## config.mk

```make
export PLATFORM = sky130hd
export DESIGN_NAME = cache_ram_arbiter
export DESIGN_NICKNAME = d
export VERILOG_FILES = /design/src/rtl/cache_pkg.sv /design/src/rtl/cache_set_lock.sv /design/src/rtl/cache_ram_arbiter.sv
export SDC_FILE = /design/constraint.sdc
export NUM_CORES = 1
export LEC_CHECK = 0
export BUFFER_PORTS_ARGS = -buffer_cell sky130_fd_sc_hd__buf_4
export CAP_MARGIN = 20
export CORE_ASPECT_RATIO = 0.6
export CORE_MARGIN = 5
export CORE_UTILIZATION = 60
export CTS_BUF_LIST = sky130_fd_sc_hd__clkbuf_8
export DETAILED_ROUTE_END_ITERATION = 16
export PLACE_DENSITY_LB_ADDON = 0.15
export SLEW_MARGIN = 20
export SYNTH_ARGS = -nofsm -noshare
export SYNTH_HDL_FRONTEND = slang
export SYNTH_SLANG_ARGS = --single-unit
export TNS_END_PERCENT = 1
```

## constraint.sdc

```tcl
create_clock -name clk -period 5.7 [get_ports clk]
set_input_delay 1.425 -clock clk [delete_from_list [all_inputs] [get_ports clk]]
set_output_delay 1.425 -clock clk [all_outputs]
set_load 0.02 [all_outputs]
```

## src/rtl/cache_pkg.sv

```systemverilog
// Shared types for the cache RAM arbiter: FSM state encoding and RAM mux select values.
package cache_pkg;

   typedef enum logic [1:0] {
      ARB_IDLE   = 2'b00,
      ARB_GNT_CD = 2'b01,
      ARB_GNT_SU = 2'b10
   } arb_state_e;

   localparam logic ARB_SEL_CD = 1'b0;
   localparam logic ARB_SEL_SU = 1'b1;

endpackage

```

## src/rtl/cache_set_lock.sv

```systemverilog
// Per-side set lock: remembers the set index granted, locks it on done+hold, clears on unlock,
// and reports whether the other side's requested index collides with the held lock.
module cache_set_lock #(
   parameter int IDX_W = 6
) (
   input  logic             clk,
   input  logic             rst,
   input  logic             start,
   input  logic [IDX_W-1:0] req_idx,
   input  logic             done,
   input  logic             hold,
   input  logic             unlock,
   input  logic [IDX_W-1:0] cmp_idx,
   output logic             lock_vld,
   output logic             conflict
);

   logic [IDX_W-1:0] gnt_idx_q, gnt_idx_d;
   logic [IDX_W-1:0] lock_idx_q, lock_idx_d;
   logic             lock_vld_q, lock_vld_d;

   // The lock uses the index seen at grant time; the requester may change idx once granted.
   always_comb begin
      gnt_idx_d  = start ? req_idx : gnt_idx_q;
      lock_vld_d = lock_vld_q;
      lock_idx_d = lock_idx_q;
      if (done && hold) begin
         lock_vld_d = 1'b1;
         lock_idx_d = gnt_idx_q;
      end else if (unlock) begin
         lock_vld_d = 1'b0;
      end
   end

   always_ff @(posedge clk or posedge rst) begin
      if (rst) begin
         gnt_idx_q  <= '0;
         lock_idx_q <= '0;
         lock_vld_q <= 1'b0;
      end else begin
         gnt_idx_q  <= gnt_idx_d;
         lock_idx_q <= lock_idx_d;
         lock_vld_q <= lock_vld_d;
      end
   end

   assign lock_vld = lock_vld_q;
   assign conflict = lock_vld_q && (lock_idx_q == cmp_idx);

endmodule

```

## src/rtl/cache_ram_arbiter.sv

```systemverilog
// Arbitrates the cache RAM between the CD request side and the SU snoop side, with snoop priority,
// a CD starvation counter and per-side set locks that span multi-phase transactions.
module cache_ram_arbiter
   import cache_pkg::*;
#(
   parameter int IDX_W    = 6,
   parameter int MAX_WAIT = 8
) (
   input  logic             clk,
   input  logic             rst,
   input  logic             cd_req,
   input  logic [IDX_W-1:0] cd_idx,
   input  logic             cd_done,
   input  logic             cd_hold,
   input  logic             cd_unlock,
   output logic             cd_gnt,
   output logic             cd_stall,
   input  logic             su_req,
   input  logic [IDX_W-1:0] su_idx,
   input  logic             su_done,
   input  logic             su_hold,
   input  logic             su_unlock,
   output logic             su_gnt,
   output logic             su_stall,
   output logic             ram_sel,
   output logic             ram_busy
);

   localparam int CNT_W = $clog2(MAX_WAIT + 1);
   localparam logic [CNT_W-1:0] CNT_MAX = CNT_W'(MAX_WAIT);

   arb_state_e       state_q, state_d;
   logic             sel_q, sel_d;
   logic [CNT_W-1:0] cnt_q, cnt_d;
   logic             cd_start, su_start;
   logic             cd_done_v, su_done_v;
   logic             cd_blocked, su_blocked;
   logic             cd_lock_vld, su_lock_vld;
   logic             cd_elig, su_elig;

   // A done pulse only counts while that side actually owns the RAM.
   assign cd_done_v = cd_done && (state_q == ARB_GNT_CD);
   assign su_done_v = su_done && (state_q == ARB_GNT_SU);

   cache_set_lock #(.IDX_W(IDX_W)) u_cd_lock (
      .clk      (clk),
      .rst      (rst),
      .start    (cd_start),
      .req_idx  (cd_idx),
      .done     (cd_done_v),
      .hold     (cd_hold),
      .unlock   (cd_unlock),
      .cmp_idx  (su_idx),
      .lock_vld (cd_lock_vld),
      .conflict (su_blocked)
   );

   cache_set_lock #(.IDX_W(IDX_W)) u_su_lock (
      .clk      (clk),
      .rst      (rst),
      .start    (su_start),
      .req_idx  (su_idx),
      .done     (su_done_v),
      .hold     (su_hold),
      .unlock   (su_unlock),
      .cmp_idx  (cd_idx),
      .lock_vld (su_lock_vld),
      .conflict (cd_blocked)
   );

   assign cd_stall = cd_req && cd_blocked;
   assign su_stall = su_req && su_blocked;
   assign cd_elig  = cd_req && !cd_blocked;
   assign su_elig  = su_req && !su_blocked;

   always_comb begin
      state_d  = state_q;
      sel_d    = sel_q;
      cd_start = 1'b0;
      su_start = 1'b0;
      unique case (state_q)
         ARB_IDLE: begin
            // Snoops win ties unless CD has waited the full starvation budget.
            if (cd_elig && (!su_elig || cnt_q == CNT_MAX)) begin
               state_d  = ARB_GNT_CD;
               sel_d    = ARB_SEL_CD;
               cd_start = 1'b1;
            end else if (su_elig) begin
               state_d  = ARB_GNT_SU;
               sel_d    = ARB_SEL_SU;
               su_start = 1'b1;
            end
         end
         ARB_GNT_CD: if (cd_done) state_d = ARB_IDLE;
         ARB_GNT_SU: if (su_done) state_d = ARB_IDLE;
         default:    state_d = ARB_IDLE;
      endcase
   end

   always_comb begin
      cnt_d = cnt_q;
      if (!cd_req || cd_start || state_q == ARB_GNT_CD) cnt_d = '0;
      else if (cnt_q != CNT_MAX)                        cnt_d = cnt_q + 1'b1;
   end

   always_ff @(posedge clk or posedge rst) begin
      if (rst) begin
         state_q <= ARB_IDLE;
         sel_q   <= ARB_SEL_CD;
         cnt_q   <= '0;
      end else begin
         state_q <= state_d;
         sel_q   <= sel_d;
         cnt_q   <= cnt_d;
      end
   end

   assign cd_gnt   = (state_q == ARB_GNT_CD);
   assign su_gnt   = (state_q == ARB_GNT_SU);
   assign ram_busy = (state_q != ARB_IDLE);
   assign ram_sel  = sel_q;

   a_gnt_excl: assert property (@(posedge clk) disable iff (rst) !(cd_gnt && su_gnt));
   a_cd_gnt_req: assert property (@(posedge clk) disable iff (rst) $rose(cd_gnt) |-> $past(cd_req));
   a_su_gnt_req: assert property (@(posedge clk) disable iff (rst) $rose(su_gnt) |-> $past(su_req));
   a_cd_stable: assert property (@(posedge clk) disable iff (rst)
      cd_req && !cd_gnt |=> cd_gnt || (cd_req && $stable(cd_idx)));
   a_su_stable: assert property (@(posedge clk) disable iff (rst)
      su_req && !su_gnt |=> su_gnt || (su_req && $stable(su_idx)));
   // A side that holds a lock must never wait on the other side's lock.
   a_cd_no_deadlock: assert property (@(posedge clk) disable iff (rst) !(cd_lock_vld && cd_stall));
   a_su_no_deadlock: assert property (@(posedge clk) disable iff (rst) !(su_lock_vld && su_stall));

endmodule

```

== Yosys cells after proc, flatten, opt, wreduce, memory -nomap -nowiden ==
Index checks and enable logic that the tools add are counted.

* Bits in registers: 33
* Output and inout bits: 6
* Word-level logic and storage cells: 63

* $add $sub $neg: 1
* Eq/ne operators: 9
* Mux-type cells: 18
* Reductions and logical operators: 26

{| class="wikitable"
|+ Operator list
! operator !! count
|-
| == test 6 bit || 2
|-
| logical AND 1 bit || 11
|-
| two-way mux 1 bit || 11
|-
| nonzero test 2 bit || 5
|-
| two-way mux 2 bit || 4
|-
| two-way mux 4 bit || 2
|-
| one-hot mux 2 bit (3 select lines) || 1
|-
| adder 4 x 1 -> 4 bit (second input constant) || 1
|-
| == test 4 bit (second input constant) || 1
|-
| logical NOT 1 bit || 4
|-
| inequality test 2 bit (second input constant) || 2
|-
| inequality test 4 bit (second input constant) || 1
|-
| logical OR 1 bit || 3
|-
| inequality test 3 bit (second input constant) || 1
|-
| AND reduction 3 bit || 1
|-
| == test 2 x 1 -> 1 bit (second input constant) || 1
|-
| == test 2 bit (second input constant) || 1
|-
| logical NOT 2 bit || 1
|-
| AND reduction 2 bit || 1
|}

== Depth between registers and ports, before layout ==
* Depth after elaboration: 12
* Depth in mapped cells: 7

== By module ==
A second synthesis with hierarchy kept.

* Cell total of the unflattened synthesis: 121
* Area total of the unflattened synthesis: 1580.3 um2

{| class="wikitable"
|+ By module, submodules not included
! module !! instances !! cells each !! area an instance (um2) !! sequential area each (um2)
|-
| cache_set_lock || 2 || 38 || 561.8 || 325.3
|-
| cache_ram_arbiter || 1 || 45 || 456.7 || 175.2
|}

== Least setup slack after synthesis ==
OpenSTA, ideal clock, no wires.

* Path type: in2out
* From: input port cd_idx[4]
* To: output port cd_stall
* Arrival: 2134 ps
* Path slack: 2141 ps
* Cell stages on the path: 4
* Path buffers: 0
* Path through: xnor2_1 -> nand4_1 -> nor4_1 -> and2_1

* Cells in the longest elaborated chain, start to end: 3

{| class="wikitable"
|+ Ends and longest elaborated chain
! what !! RTL line !! text
|-
| from (decl) || cache_ram_arbiter.sv:12 || <nowiki>input logic [IDX_W-1:0] cd_idx,</nowiki>
|-
| == test 6 bit || cache_set_lock.sv:48 || <nowiki>assign conflict = lock_vld_q && (lock_idx_q == cmp_idx);</nowiki>
|-
| logical AND 1 bit || cache_set_lock.sv:48 ||
|-
| logical AND 1 bit || cache_ram_arbiter.sv:71 || <nowiki>assign cd_stall = cd_req && cd_blocked;</nowiki>
|-
| to (decl) || cache_ram_arbiter.sv:17 || <nowiki>output logic cd_stall,</nowiki>
|}

Every way passes these cells.

== Worst setup path after layout ==
* From: input port su_idx[0]
* To: output port su_stall

* Cells in the longest elaborated chain, start to end: 3

{| class="wikitable"
|+ Ends and longest elaborated chain
! what !! RTL line !! text
|-
| from (decl) || cache_ram_arbiter.sv:19 || <nowiki>input logic [IDX_W-1:0] su_idx,</nowiki>
|-
| == test 6 bit || cache_set_lock.sv:48 ||
|-
| logical AND 1 bit || cache_set_lock.sv:48 ||
|-
| logical AND 1 bit || cache_ram_arbiter.sv:72 || <nowiki>assign su_stall = su_req && su_blocked;</nowiki>
|-
| to (decl) || cache_ram_arbiter.sv:24 || <nowiki>output logic su_stall,</nowiki>
|}

Every way passes these cells.

==> reports/results.txt <==
Run status: complete, no violations
WS Path Type: in -> out
Pre-CTS setup slack: 1890 ps
P_int: 0.558 mW
TritonCTS Buffers: 5
Critical path data arrival time: 2380 ps
I/O Pins: 28
Vias per cell: 5.61
Initial antenna violation count: 0
CTS clk-pin slew, worst paths: 60 ps
Drt initial violations: 44
First-pass GRT wire length: 5310 um
Total of max-cap violations: 0
H-tree levels: 2
CP max-delay cell: nand4_1
Number of distinct library cells after synthesis: 28
Peak supply drop: 262 uV
Total Die Area: 0.00369 mm2
Detailed Routing Iterations Pass 1: 4
Starting Density: 0.619
Post-Syn Area: 0.00153 mm2
Gr ovfl total: 0
Sw Ratio: 0.312
I/O Buffers: 27
CP cell instances: buf_4 -> xnor2_1 -> nand4_1 -> nor4_1 -> and2_1 -> buf_4
Net Count, Synth: 142
Net Sw Power: 0.254 mW
Slew Limit Fails: 0
Die extent in x: 75.2 um
Cell Pwr Density: 436 mW/mm2
# rows: 14
Crit-path max cell delay: 190 ps
Final GP Congestion: 0.720
Synthesized flop and latch total: 33
Global Route Usage Sum: 0.198
Reg area: 826 um2
Worst path required time: 4280 ps
Final WS setup: 1900 ps
Min Hold Slack: 504 ps
Leakage power: 0.858 nW
Die Y: 49.1 um
Hold Fails Final Rpt: 0
P&R area growth vs syn: 21.7%
Fill cells: 168
Drt wl/cell: 17.4 um
Final ANT Viol Nets: 0
Clock skew: 7.09 ps
# setup viols final: 0
Placed Area: 0.00177 mm2
Number of global-route vias before repair: 1135
Post CTS Setup Buffer Count: 0
Final #Nets: 176
RSZ-0062 raised after global routing: false
Number of remaining DRC errors: 0
Critical Path Most Common Cell: buf_4
Clk_lat worst skew: 280 ps
Sink Count: 33
HPWL Detailed: 2420 um
Worst-Margin Slew: 574 ps
Clk buf depth: 2
CP Max Fanout: 2
Crit end category: output port
Setup_tns: 0 ps
Final min period: 3800 ps
Vias: 1033
Sequential share of power: 0.489
Synth Instances: 118
CTS resizes: 0
Design Area, Final: 0.00186 mm2
Post-Syn Area per Cell: 13.0 um2
Hold WC Path Type: reg -> reg
Gate power share: 0.300
Period utilisation layout: 0.667
Crit path launch type: input pin
Share of cells above drive strength 1: 0.401
Seq/Total Area, Yosys: 0.540
CTS Hold Bufs: 0
Total routed wirelength: 3200 um
Core region area: 0.00247 mm2
Area occupied by multi-input gates: 664 um2
FMAX: 0.263 GHz
CTS tree: built
Antenna cell count: 0
Largest net degree at the start of global routing: 34
Synth Warn #: 0
Clock group share of total power: 0.211
Slew margin rel.: 0.616
Root buf cell: clkbuf_8
## cell usage in the layout (no fill, tap or decap), drive strengths merged
master	count
buf	28
o41a	1
nand3	3
o21bai	1
nor4	3
and2	2
nor2b	1
o211a	1
a211oi	1
or2	1
inv	10
a21oi	2
mux2	24
nor2	4
clkbuf	6
o311ai	1
ha	2
nand4	2
dfrtp	33
o211ai	2
nor3	2
o41ai	2
a21o	1
nand2	2
xnor2	7
nand2b	1
o21ai	2
xor2	7
## cell type report
class	count	area share
well taps	32	0.0215
inverters	9	0.0182
repair buffers	28	0.113
clock inverters	1	0.00202
clock buffers	6	0.0444
multi-input cells	75	0.357
flip-flops and latches	33	0.444
## metrics by stage
step	total power, mW	util	instances
2_1_floorplan	0.563	-	118
3_3_place_gp	0.623	0.718	177
3_5_place_dp	0.644	0.718	177
4_1_cts	0.815	0.753	184
5_1_grt	0.864	0.753	184
6_report	0.812	0.753	184
## critical path: cells and delay by family
family,cells,cell delay (ps)
buf+inv,2,260
simple gates,3,540
xor+xnor,1,150
## power by group through the flow
stage	sequential [mW]	clock, mW	combinational (mW)
floorplan	0.382	0	0.181
global placement	0.390	0	0.234
detailed placement	0.399	0	0.245
CTS	0.396	0.174	0.246
global route	0.407	0.188	0.269
finish	0.396	0.172	0.244
## synthesized netlist by cell type, drive strengths merged
cell type | count | share of area
o41a | 1 | 0.0074
o311ai | 1 | 0.0057
nand3 | 3 | 0.0098
nand2b | 1 | 0.0041
o41ai | 2 | 0.024
nor3 | 2 | 0.0065
nor4 | 3 | 0.012
a21oi | 2 | 0.0065
buf | 1 | 0.0033
xnor2 | 7 | 0.040
a211oi | 1 | 0.013
ha | 2 | 0.016
dfrtp | 33 | 0.54
o211ai | 2 | 0.0098
mux2 | 24 | 0.18
or2 | 1 | 0.0041
o211a | 1 | 0.0065
o21bai | 1 | 0.0049
nor2b | 1 | 0.0041
xor2 | 7 | 0.040
inv | 9 | 0.022
a21o | 1 | 0.0049
nor2 | 4 | 0.0098
nand2 | 2 | 0.0049
nand4 | 2 | 0.0082
o21ai | 2 | 0.0065
and2 | 2 | 0.0082
## sequential cells by signal, indices dropped and copies added, names as in the netlist
signal and flops:
u_cd_lock.gnt_idx_q 6, state_q 2, u_cd_lock.lock_vld 1, u_su_lock.lock_idx_q 6
ram_sel 1, u_su_lock.lock_vld 1, u_cd_lock.lock_idx_q 6, u_su_lock.gnt_idx_q 6
cnt_q 4
## per-layer routing
| layer | vias to the layer above | part of all wire | GRT usage |
|---|---|---|---|
| met5 | - | 0 | 0 |
| met3 | 4 | 0.060 | 0.0947 |
| met1 | 519 | 0.46 | 0.245 |
| li1 | 484 | - | - |
| met4 | 0 | 0.0050 | 0.0552 |
| met2 | 26 | 0.48 | 0.309 |
## final timing paths
kind,start,endpoint,slack [ps],cells past startpoint
min in group asynchronous,rst,u_su_lock.lock_idx_q[5],1240,3
worst max-delay path,su_idx[0],su_stall,1900,6
worst min-delay path,u_su_lock.gnt_idx_q[0],u_su_lock.gnt_idx_q[0],500,1
max in group asynchronous,rst,u_su_lock.gnt_idx_q[0],4170,3
worst min register to register,u_su_lock.gnt_idx_q[0],u_su_lock.gnt_idx_q[0],500,1
worst max register to register,u_cd_lock.lock_idx_q[2],u_cd_lock.gnt_idx_q[0],3360,5
## cell families (layout without fill, tap and decap cells)
logic type	count (synthesis)	in the layout	share of synthesized area
compound gates	14	14	0.0892
xor+xnor	14	14	0.0802
fa+ha+maj	2	2	0.0164
buf+inv	10	44	0.0254
flops	33	33	0.540
mux	24	24	0.177
simple gates	21	21	0.0720
Note: power is estimated with default switching activity, not from simulation.
